[src/rtl/sram_byte_bridge.sv]
// Word-to-byte bridge in front of a 512x8 single-port SRAM macro (CEN/GWEN active-low, registered Q).
// Optional one-word read buffer enabled by defining SRAM_BRIDGE_WORD_CACHE_EN.
module sram_byte_bridge (
    input  logic        clk,
    input  logic        rst_n,
    input  logic        req_valid,
    output logic        req_ready,
    input  logic        req_we,
    input  logic [6:0]  req_addr,
    input  logic [31:0] req_wdata,
    input  logic [3:0]  req_wstrb,
    output logic        rsp_valid,
    output logic [31:0] rsp_rdata,
    output logic        sram_cen,
    output logic        sram_gwen,
    output logic [3:0]  sram_wmask,
    output logic [8:0]  sram_a,
    output logic [7:0]  sram_d,
    input  logic [7:0]  sram_q
);

    typedef enum logic [1:0] {IDLE, WRITE, READ, RESP} state_t;

    state_t      state;
    logic [6:0]  addr_q;
    logic [31:0] wdata_q;
    logic [3:0]  pend;
    logic [2:0]  rd_cnt;
    logic [23:0] rbuf;
    logic [1:0]  first_req;
    logic [1:0]  first_pend;

`ifdef SRAM_BRIDGE_WORD_CACHE_EN
    logic        c_valid;
    logic [6:0]  c_tag;
    logic [31:0] c_data;
    logic        c_match;
    assign c_match = c_valid && (c_tag == req_addr);
`endif

    function automatic logic [1:0] first_bit(input logic [3:0] m);
        first_bit = 2'd0;
        for (int i = 3; i >= 0; i--)
            if (m[i]) first_bit = 2'(i);
    endfunction

    assign first_req  = first_bit(req_wstrb);
    assign first_pend = first_bit(pend);
    assign sram_wmask = 4'b0000;

    // NOTE: every output is a flop, so nothing on req_* reaches sram_*/rsp_* combinationally.
    always_ff @(posedge clk) begin
        if (!rst_n) begin
            state     <= IDLE;
            req_ready <= 1'b1;
            rsp_valid <= 1'b0;
            rsp_rdata <= 32'd0;
            sram_cen  <= 1'b1;
            sram_gwen <= 1'b1;
            sram_a    <= 9'd0;
            sram_d    <= 8'd0;
            addr_q    <= 7'd0;
            wdata_q   <= 32'd0;
            pend      <= 4'd0;
            rd_cnt    <= 3'd0;
            rbuf      <= 24'd0;
`ifdef SRAM_BRIDGE_WORD_CACHE_EN
            c_valid   <= 1'b0;
            c_tag     <= 7'd0;
            c_data    <= 32'd0;
`endif
        end else begin
            sram_cen  <= 1'b1;
            sram_gwen <= 1'b1;
            rsp_valid <= 1'b0;
            case (state)
                IDLE: begin
                    if (req_valid) begin
                        addr_q    <= req_addr;
                        wdata_q   <= req_wdata;
                        rd_cnt    <= 3'd0;
                        req_ready <= 1'b0;
                        if (req_we) begin
`ifdef SRAM_BRIDGE_WORD_CACHE_EN
                            for (int i = 0; i < 4; i++)
                                if (c_match && req_wstrb[i])
                                    c_data[8*i +: 8] <= req_wdata[8*i +: 8];
`endif
                            if (req_wstrb == 4'd0) begin
                                state     <= RESP;
                                rsp_valid <= 1'b1;
                                rsp_rdata <= 32'd0;
                            end else begin
                                sram_cen  <= 1'b0;
                                sram_gwen <= 1'b0;
                                sram_a    <= {req_addr, first_req};
                                sram_d    <= req_wdata[{first_req, 3'b000} +: 8];
                                pend      <= req_wstrb & ~(4'b0001 << first_req);
                                state     <= WRITE;
                            end
`ifdef SRAM_BRIDGE_WORD_CACHE_EN
                        end else if (c_match) begin
                            state     <= RESP;
                            rsp_valid <= 1'b1;
                            rsp_rdata <= c_data;
`endif
                        end else begin
                            sram_cen <= 1'b0;
                            sram_a   <= {req_addr, 2'd0};
                            state    <= READ;
                        end
                    end
                end
                WRITE: begin
                    if (pend != 4'd0) begin
                        sram_cen  <= 1'b0;
                        sram_gwen <= 1'b0;
                        sram_a    <= {addr_q, first_pend};
                        sram_d    <= wdata_q[{first_pend, 3'b000} +: 8];
                        pend      <= pend & ~(4'b0001 << first_pend);
                    end else begin
                        state     <= RESP;
                        rsp_valid <= 1'b1;
                        rsp_rdata <= 32'd0;
                    end
                end
                READ: begin
                    // Issue runs one byte ahead of capture because Q lags the issue by a cycle.
                    rd_cnt <= rd_cnt + 3'd1;
                    if (rd_cnt < 3'd3) begin
                        sram_cen <= 1'b0;
                        sram_a   <= {addr_q, rd_cnt[1:0] + 2'd1};
                    end
                    if (rd_cnt >= 3'd1 && rd_cnt <= 3'd3)
                        rbuf <= {sram_q, rbuf[23:8]};
                    if (rd_cnt == 3'd4) begin
                        state     <= RESP;
                        rsp_valid <= 1'b1;
                        rsp_rdata <= {sram_q, rbuf};
`ifdef SRAM_BRIDGE_WORD_CACHE_EN
                        c_valid   <= 1'b1;
                        c_tag     <= addr_q;
                        c_data    <= {sram_q, rbuf};
`endif
                    end
                end
                RESP: begin
                    state     <= IDLE;
                    req_ready <= 1'b1;
                    rsp_rdata <= 32'd0;
                end
                default: state <= IDLE;
            endcase
        end
    end

endmodule

[config.mk]
export PLATFORM = sky130hd
export DESIGN_NAME = sram_byte_bridge
export DESIGN_NICKNAME = d
export VERILOG_FILES = /design/src/rtl/sram_byte_bridge.sv
export SDC_FILE = /design/constraint.sdc
export NUM_CORES = 1
export LEC_CHECK = 0
export ABC_AREA = 1
export CORE_MARGIN = 1.5
export CORE_UTILIZATION = 35
export DETAILED_ROUTE_END_ITERATION = 16
export HOLD_SLACK_MARGIN = 0.08
export SLEW_MARGIN = 0
export SYNTH_ARGS = -nofsm -noshare
export SYNTH_HDL_FRONTEND = slang
export SYNTH_SLANG_ARGS = --single-unit
[constraint.sdc]
create_clock -name clk -period 2.85 [get_ports clk]
set_input_delay 0.855 -clock clk [delete_from_list [all_inputs] [get_ports clk]]
set_output_delay 0.855 -clock clk [all_outputs]
set_load 0.02 [all_outputs]
After elaboration in Yosys (flattened, before gate mapping):

Index checks and enable logic that the tools add are counted.

* flip-flop bits (word level): 125
* input bits: 55
* output and inout port bits: 57
* word-level logic and storage cells: 107

* $add $sub $neg: 2
* order comparisons: 3
* equal/unequal tests: 13
* shift-type cells: 4
* multiplexer cells: 52
* bitwise gates (word level): 4
* reductions and logical operators: 16

Operators by type and width (number)
* $mux 32: 5
* $pmux 32 s4: 1
* $shiftx 32x6->8: 2
* $mux 9: 5
* $mux 8: 4
* $pmux 9 s3: 1
* $mux 2: 13
* $mux 4: 4
* $ne 2x2->1 const B: 8
* $pmux 8 s2: 1
* $reduce_and 5->1: 3
* $mux 1: 10
* $and 4x4->4: 2
* $not 4->4: 2
* $pmux 2 s4: 1
* $pmux 4 s2: 1
* $reduce_and 2->1: 4
* $shl 1x2->4 const A: 2
* $pmux 1 s3: 2
* $pmux 3 s2: 1
* $reduce_bool 2->1: 3
* $eq 2x2->1 const B: 2
* $logic_not 4->1: 1
* $pmux 1 s2: 2
* 14 further kinds: 14

Logic depth before layout (Yosys ltp):

Gate-level depths: netlist (run 1).

* depth in word-level cells: 11
* gate-level depth with buffers: 13

Least setup slack after synthesis (run 1):

OpenSTA, ideal clock, no wires.

* kind: input -> register
* start point: in req_wstrb[2]
* end point: reg rsp_rdata[1]
* setup time: 0.134 ns
* data arrival time: 1.704 ns
* required time: 2.716 ns
* slack: 1.012 ns
* cell stages on the path: 7
* cell sequence: nor2_1 a31oi_1 nor2_4 inv_2 buf_6 nand2_1 a21oi_1

* word-level cells in the longest chain between the ends: 3

Ends and longest elaborated chain
* start, declared: line 11 `input logic [3:0] req_wstrb,`
* $logic_not 4->1: line 89 `if (req_wstrb == 4'd0) begin`
* $ne 2x2->1 (no line)
* $reduce_and 5->1 (no line)
* end signal, assigned: line 139 `rsp_rdata <= {sram_q, rbuf};`
* end, declared: line 13 `output logic [31:0] rsp_rdata,`

Every way passes these cells.
A chain may end at the register's enable or synchronous reset.

Final worst setup path (run 1):

* start point: reg rsp_rdata[23]
* end point: out rsp_rdata[23]

No word-level cell between the ends.

==> flow_summary.toml, run 1 <==
[run_status]
status = "completed"

[logic_synthesis]
ys_seq_elements = 125
synth_warnings = 0
synthDominantCellAreaShare = 0.442
postSynthCellCount = 804
synth_seq_area_share = 0.442
synth_cell_types = 29
synthTopCellsByArea = "dfxtp_1, nand3_1, nand2_1"
avgSynthCellArea_um2 = 7.04
yosys.area.top_type = "dfxtp_1"
netlist_area_um2 = 5660

[placement]
hpwl_mm = 10.6
port_buffers = 107
gp_congestion = 0.806

[worst_hold_path]
worst_hold_startpoint = "wdata_q[8]"
whs_path_depth = 2
worstHoldEndpoint = "wdata_q[8]"
min_path_type = "flip-flop to flip-flop"

[die]
start_util = 0.358
chipHeight_um = 130
dieWidth_um = 130
rows = 46
io_pins = 112
die_area_um2 = 16900
core_um2 = 15800

[setup_path]
r2r-end = "wdata_q[29]"
crit_path_top_delay_cell = "clkdlybuf4s50_1"
criticalPathCategory = "flip-flop to output pin"
path_max_fanout = 2
crit_chain = "clkdlybuf4s50_1"
timing.rr.start = "state[0]"
rrSetupSlack_ns = 0.77
arrival_ns = 1.43
critical_path.startpoint_type = "flip-flop"
max_stage_delay_ns = 0.63
path_delay_family = "buffers and inverters"
crit_buf_inv = 1
reg2regPathDepth = 8
cp-end-kind = "output pin"
critical_path_required_ns = 2.00

[clocking]
cts_resized = 0
path_clk_slew_ns = 0.05
cts_setup_buffers = 0
clk_latency_ns = 0.43
cts_made_buffers = 17
htree_levels = 4
hold_buffers = 0
cts.sinks = 125
cts_tree = "built"
clockRootBuffer = "clkbuf_16"
clk_path_buf_depth = 2

[routing]
finalWirelength_mm = 15.7
viasPerCell = 4.75
drt_iter0_drc = 316
wl_per_cell_um = 13.9
firstDrtPassIters = 5
detail-route-antenna-nets = 0
vias = 5382
drc = 0

[timing]
fmax_mhz = 437
relSlewSlack = 0.455
final.setup.tns_ns = 0
drv_slew = 0
period_needed_ns = 2.29
setup_viol = 0
finalClockSkew_ns = 0.00762
finalCritPeriodShare = 0.803
grt_setup_unrepaired = "no"
tightest_slew_ns = 0.812
hold_viol = 0

[finish]
area_growth_syn_to_layout_pct = 32.4
fill_cells = 1601
mostFrequentLayoutCells = "nand2_1, dfxtp_1, nand3_1"
fin_nets = 966
layout-drive-gt1-share = 0.0753
layout_commonest_cell = "nand2_1"
final_util = 0.474
antenna_cells = 0

[global_routing]
grt_antenna_before_repair = 0
grt_use_total = 0.190
grt_start_max_net_pins = 58
grt_pass1_wl_mm = 24.6
grt_pass1_vias = 4682
grt_overflow_total = 0

[power_and_ir_drop]
power.leakage_uw = 0.00308
powerDensity_nw_per_um2 = 866
irDropWorstVdd_uv = 540

[job]
maxCapViolCount = 0
## flip-flops by register name, indices dropped and copies added (netlist names)
register / count
rsp_rdata: 32
wdata_q: 32
rbuf: 24
sram_a: 9
sram_d: 8
addr_q: 7
pend: 4
rd_cnt: 3
state: 2
req_ready: 1
rsp_valid: 1
sram_cen: 1
sram_gwen: 1
## per-stage QoR
stage / cell area (um2) / std cells / setup slack [ns] / hold WS (ns) / total power (uW)
final: 7500 / 1132 / 0.561 / 0.450 / 6490
after global routing: 7500 / 1132 / 0.428 / 0.469 / 6880
after CTS: 7500 / 1132 / 0.563 / 0.453 / 6540
after detailed placement: 6910 / 1100 / 0.161 / 0.444 / 4370
after global placement: 6910 / 1100 / 0.189 / 0.441 / 4370
after floorplan: 5670 / 807 / 1.01 / 0.430 / 3720
## logic make-up (layout without fill, tap and decap cells)
kind of cell | after synthesis | count (layout) | share of synthesized area
buffers and inverters | 135 | 244 | 0.106
AND/OR/NAND/NOR | 371 | 371 | 0.281
other | 1 | 4 | 0.000662
adder cells (fa/ha/maj) | 8 | 8 | 0.0177
AO/OA/AOI/OAI | 164 | 164 | 0.152
flip-flops | 125 | 125 | 0.442
## cell type report
cell class,instances,area (um2),share of cell area
repair buffers,129,1260,0.168
clock buffers,22,474,0.0633
well taps,216,270,0.0360
flip-flops and latches,125,2500,0.334
inverters,83,312,0.0416
clock inverters,10,114,0.0152
multi-input cells,547,2570,0.343
## power by group
group          leakage, uW  switching, uW  internal (uW)
Clock             0.000278            789           1350
Sequential         0.00102            172           2070
Combinational      0.00178           1350            763
## cell usage after synthesis
master    count
nand3_1     114
inv_2         2
dfxtp_1     125
nor2_1      104
clkinv_1      3
a31oi_1       2
conb_1        1
nor2_2        4
nand2_2       3
clkbuf_1     28
a21oi_1      66
a22oi_1       7
o21ai_1       1
a221o_1       1
a311oi_1      1
nand3_2       2
nor3_1        2
inv_1        78
nor2_4        2
buf_6         8
nand2_1     137
ha_1          8
o21ai_0      83
buf_4         6
buf_2        10
o21ai_2       1
nand3b_1      2
a21oi_2       2
nand4_1       1
## worst min-delay path, stage by stage, from the launching register on
cell and delay (ns):
dfxtp_1 0.29, inv_1 0.06, a21oi_1 0.05
## how the worst max path moves through the flow
stage	startpoint	end	slack (ns)	cells past startpoint
3_3_place_gp	req_wstrb[0]	rsp_rdata[0]	0.19	8
2_1_floorplan	req_wstrb[2]	rsp_rdata[1]	1.01	7
4_1_cts	rsp_rdata[23]	rsp_rdata[23]	0.56	1
3_5_place_dp	req_wstrb[0]	rsp_rdata[6]	0.16	8
5_1_grt	req_wstrb[0]	rsp_rdata[6]	0.43	8
6_report	rsp_rdata[23]	rsp_rdata[23]	0.56	1
## per-layer routing
metal	track usage	up-vias	wire [um]
met2	0.263	128	6650
met1	0.282	2429	7980
li1	-	2804	-
met4	0.0797	0	274
met5	0	-	0
met3	0.0410	21	779
Power figures use the tool's default switching activity.
==> run 2, diff against run 1 <==
==> constraint.sdc (replaced) <==
create_clock -name clk -period 1.9 [get_ports clk]
set_input_delay 0.57 -clock clk [delete_from_list [all_inputs] [get_ports clk]]
set_output_delay 0.57 -clock clk [all_outputs]
set_load 0.02 [all_outputs]
==> flow_summary.toml, run 2 (synthesized netlist as in run 1, its figures left out) <==
[finish]
area_growth_syn_to_layout_pct = 37.3
fill_cells = 1617
layout-drive-gt1-share = 0.109
seq_area_um2 = 2500
postLayoutCellArea_um2 = 7770
top_regs = "rsp_rdata (32), wdata_q (32), rbuf (24)"
mostFrequentLayoutCells = "nand2_1, dfxtp_1, nand3_1"
final_util = 0.491
layout_commonest_cell = "nand2_1"
multi_input_area_um2 = 2590
antenna_cells = 0
fin_nets = 995

[die]
dieWidth_um = 130
io_pins = 112
die_area_um2 = 16900
chipHeight_um = 130
rows = 46
core_um2 = 15800
start_util = 0.358

[setup_path]
criticalPathCategory = "primary input to flip-flop"
critical_path.startpoint_type = "primary input"
critical_path_required_ns = 2.20
path_max_fanout = 16
cp-end-kind = "flip-flop"
crit_chain = "clkdlybuf4s50_1 -> nor2_4 -> buf_4 -> nand3_1 -> nand2_2 -> nor2_4 -> buf_12 -> o21ai_0 -> a21oi_1"
crit_path_frequent_cell = "nor2_4"
arrival_ns = 2.07
crit_path_top_delay_cell = "clkdlybuf4s50_1"
crit_buf_inv = 3
path_delay_family = "buffers and inverters"
max_stage_delay_ns = 0.47

[clocking]
clockRootBuffer = "clkbuf_16"
cts_made_buffers = 17
cts_tree = "built"
path_clk_slew_ns = 0.06
cts.sinks = 125
htree_levels = 4
clk_path_buf_depth = 2
clk_latency_ns = 0.42

[run_status]
status = "completed"

[routing]
wl_per_cell_um = 13.7
vias = 5483
drc = 0
drt_iter0_drc = 330
firstDrtPassIters = 5
finalWirelength_mm = 15.9
viasPerCell = 4.72
detail-route-antenna-nets = 0

[timing]
hold_viol = 0
grt_setup_unrepaired = "no"
relSlewSlack = 0.633
setup_viol = 0
finalCritPeriodShare = 0.933
tightest_slew_ns = 0.549
period_needed_ns = 1.77
finalClockSkew_ns = 0.00737
fmax_mhz = 564
drv_slew = 0

[power_and_ir_drop]
seq_power_share = 0.330
combPwrFrac = 0.342
p_clk_frac = 0.328
p_sw_uw = 3590
p_int_uw = 6530
sw_frac_of_total = 0.355
powerDensity_nw_per_um2 = 1300
irDropWorstVdd_uv = 772
power.leakage_uw = 0.00350

[placement]
gp_congestion = 0.853
dpl-instance-area_um2 = 7190
hpwl_mm = 11.0
port_buffers = 107

[global_routing]
grt_pass1_vias = 5053
grt_pass1_wl_mm = 25.7
grt_use_total = 0.195
grt_antenna_before_repair = 0
grt_overflow_total = 0
grt_start_max_net_pins = 62

[job]
maxCapViolCount = 0

[worst_hold_path]
min_path_type = "flip-flop to flip-flop"
run 2: worst register-to-register path: stages (launching register included):
cell and delay [ns]:
dfxtp_1 0.37, inv_1 0.08, ha_2 0.34, inv_1 0.08
nor2_1 0.45, a22oi_1 0.16, a21oi_1 0.21
run 2: layout make-up:
class,count,area share
tap,216,0.0348
clock inverter,13,0.0214
timing repair buffer,158,0.192
sequential,125,0.322
multi-input combinational,547,0.333
clock buffer,19,0.0570
inverter,83,0.0401
run 2: final timing paths:
kind                            depth (start not counted)  slack (ns)         start         end
worst min-delay path                                    2        0.45    wdata_q[8]  wdata_q[8]
worst max register to register                          6        0.13      state[1]   sram_a[5]
worst min register to register                          2        0.45    wdata_q[8]  wdata_q[8]
worst max-delay path                                    9        0.13  req_wstrb[1]   sram_a[5]
run 2: repair_timing:
| action | 4_1_cts | 5_1_grt |
|---|---|---|
| cloned | 0 | 0 |
| gates resized for setup | 52 | 8 |
| hold buffers | 0 | 0 |
| buffers inserted | 0 | 1 |
| endpoints found under the setup margin | 52 | 91 |
| pin swaps | 0 | 1 |
| endpoints found under the hold margin | 0 | 0 |
run 2: through the flow:
step / power [uW] / cells / worst slack, ns / TNS, ns / hold WS (ns)
after floorplan: 5570 / 807 / 0.234 / 0 / 0.430
after global placement: 6910 / 1128 / -0.353 / -20.17 / 0.439
after detailed placement: 6930 / 1128 / -0.357 / -21.30 / 0.446
after CTS: 10200 / 1160 / 0.00166 / 0 / 0.455
after global routing: 10700 / 1161 / 0.00188 / 0 / 0.474
final: 10100 / 1161 / 0.127 / 0 / 0.449
run 2: metal layers:
layer	share of wire	vias up	GRT usage
met1	0.51	2470	0.282
met3	0.043	17	0.0365
met4	0.013	0	0.0725
li1	-	2869	-
met5	0	-	0
met2	0.43	127	0.287
run 2: power by group through the flow:
stage | sequential [uW] | clock, uW | combinational (uW)
2_1_floorplan | 3540 | 0 | 2030
3_3_place_gp | 3390 | 0 | 3520
3_5_place_dp | 3400 | 0 | 3530
4_1_cts | 3340 | 3390 | 3450
5_1_grt | 3400 | 3500 | 3810
6_report | 3340 | 3320 | 3460
==> run 3, diff against run 2 <==
--- a/config.mk
+++ b/config.mk
@@ -6,8 +6,8 @@
 export NUM_CORES = 1
 export LEC_CHECK = 0
 export ABC_AREA = 1
-export CORE_MARGIN = 1.5
 export CORE_UTILIZATION = 35
+export CTS_CLUSTER_SIZE = 40
 export DETAILED_ROUTE_END_ITERATION = 16
 export HOLD_SLACK_MARGIN = 0.08
 export SLEW_MARGIN = 0
==> flow_summary.toml, run 3 (synthesized netlist as in run 1, its figures left out) <==
[routing]
finalWirelength_mm = 15.8
drc = 0
viasPerCell = 4.75
wl_per_cell_um = 13.6
firstDrtPassIters = 5
drt_iter0_drc = 426
detail-route-antenna-nets = 0
vias = 5530

[timing]
period_needed_ns = 1.77
drv_slew = 0
hold_viol = 0
finalCritPeriodShare = 0.930
setup_viol = 0
fmax_mhz = 566
finalClockSkew_ns = 0.00434
grt_setup_unrepaired = "no"

[die]
rows = 46
io_pins = 112
start_util = 0.358
dieWidth_um = 129
chipHeight_um = 129
die_area_um2 = 16700
core_um2 = 15800

[finish]
postLayoutCellArea_um2 = 7720
fill_cells = 1630
layout_commonest_cell = "nand2_1"
antenna_cells = 0
mostFrequentLayoutCells = "nand2_1, dfxtp_1, nand3_1"
area_growth_syn_to_layout_pct = 36.4
top_regs = "rsp_rdata (32), wdata_q (32), rbuf (24)"
layout-drive-gt1-share = 0.107
fin_nets = 999

[clocking]
cts_made_buffers = 17
cts_setup_buffers = 0
clk_path_buf_depth = 2
path_clk_slew_ns = 0.05
clockRootBuffer = "clkbuf_16"
htree_levels = 4
cts.sinks = 125
cts_tree = "built"
hold_buffers = 0
clk_latency_ns = 0.42

[setup_path]
critical_path_required_ns = 2.25
crit_chain = "clkdlybuf4s50_1 -> nor2_2 -> buf_12 -> a31oi_1 -> nor2_4 -> inv_2 -> buf_12 -> nand2_1 -> a21oi_1"
path_delay_family = "buffers and inverters"
cp.depth = 9
max_stage_delay_ns = 0.49
crit_path_top_delay_cell = "clkdlybuf4s50_1"
crit_path_end = "rsp_rdata[21]"
r2r-end = "sram_d[4]"
reg2regPathDepth = 12
criticalPathCategory = "primary input to flip-flop"
rrSetupSlack_ns = 0.17
cp-end-kind = "flip-flop"
critical_path.startpoint_type = "primary input"
timing.rr.start = "state[0]"
crit_path_frequent_cell = "buf_12"
crit_buf_inv = 4
path_max_fanout = 25
startpoint = "req_wstrb[0]"
arrival_ns = 2.11

[power_and_ir_drop]
powerDensity_nw_per_um2 = 1270
power.leakage_uw = 0.00348
power.total_uw = 9840
irDropWorstVdd_uv = 794

[global_routing]
grt_pass1_vias = 4970
grt_start_max_net_pins = 54
grt_overflow_total = 0
grt_use_total = 0.199
grt_antenna_before_repair = 0
grt_pass1_wl_mm = 25.4

[placement]
port_buffers = 107
gp_congestion = 0.844
dpl-instance-area_um2 = 7210
hpwl_mm = 11.0

[run_status]
status = "completed"

[worst_hold_path]
min_path_type = "flip-flop to flip-flop"

[job]
maxCapViolCount = 0
## run 3: cell types whose count changed in the layout (fill, tap and decap cells not counted), sizes merged
cell	change
buf	+3
bufinv	-2
clkbuf	+6
clkinv	-2
inv	-1
## run 3: metrics by stage
step / hold slack (ns) / worst slack, ns / instances / util / setup TNS (ns)
floorplan: 0.430 / 0.234 / 807 / - / 0
global placement: 0.440 / -0.327 / 1132 / 0.456 / -19.34
detailed placement: 0.446 / -0.367 / 1132 / 0.456 / -18.39
CTS: 0.453 / 0.00146 / 1164 / 0.486 / 0
global route: 0.472 / 0.00560 / 1165 / 0.488 / 0
finish: 0.450 / 0.134 / 1165 / 0.488 / 0
## run 3: worst register-to-register path, stage by stage (launching register included)
cell and delay (ns):
dfxtp_1 0.38, inv_1 0.08, ha_2 0.24, inv_2 0.08, nand2_1 0.07, a21oi_2 0.15
nand3_2 0.14, nor2_2 0.16, buf_12 0.14, nand2_1 0.06, nand3_1 0.07, nand2_1 0.05
inv_1 0.06
## run 3: cell type report
cell class	count	area (um2)	area share
clock inverters	7	62.6	0.00810
repair buffers	161	1500	0.194
inverters	83	315	0.0408
flip-flops and latches	125	2500	0.324
clock buffers	25	485	0.0629
multi-input cells	547	2580	0.334
well taps	216	270	0.0350
repair inverters	1	7.51	0.000972
## run 3: how the worst min path moves through the flow
stage / depth (start not counted) / slack [ns] / startpoint / to
5_1_grt: 2 / 0.47 / wdata_q[1] / wdata_q[1]
2_1_floorplan: 2 / 0.43 / wdata_q[5] / wdata_q[5]
6_report: 2 / 0.45 / wdata_q[2] / wdata_q[2]
4_1_cts: 2 / 0.45 / wdata_q[7] / wdata_q[7]
3_3_place_gp: 2 / 0.44 / wdata_q[11] / wdata_q[11]
3_5_place_dp: 2 / 0.45 / wdata_q[11] / wdata_q[11]
## run 3: per-layer routing
layer | share of wire | GRT usage | up-vias
met2 | 0.42 | 0.287 | 125
li1 | - | - | 2868
met5 | 0 | 0 | -
met4 | 0.022 | 0.0858 | 0
met1 | 0.51 | 0.289 | 2515
met3 | 0.044 | 0.0355 | 22
## run 3: report_power, final
| part | leakage (uW) | internal [uW] | switching [uW] | total (uW) |
|---|---|---|---|---|
| logic | 0.00219 | 1350 | 2120 | 3470 |
| registers | 0.00102 | 3100 | 241 | 3340 |
| clock network | 0.000271 | 1890 | 1140 | 3030 |
| total | 0.00348 | 6340 | 3500 | 9840 |
## run 3: repair_timing
action,4_1_cts,5_1_grt
gates resized for setup,52,7
cloned,0,1
pin swaps,0,1
setup endpoints to repair,52,24
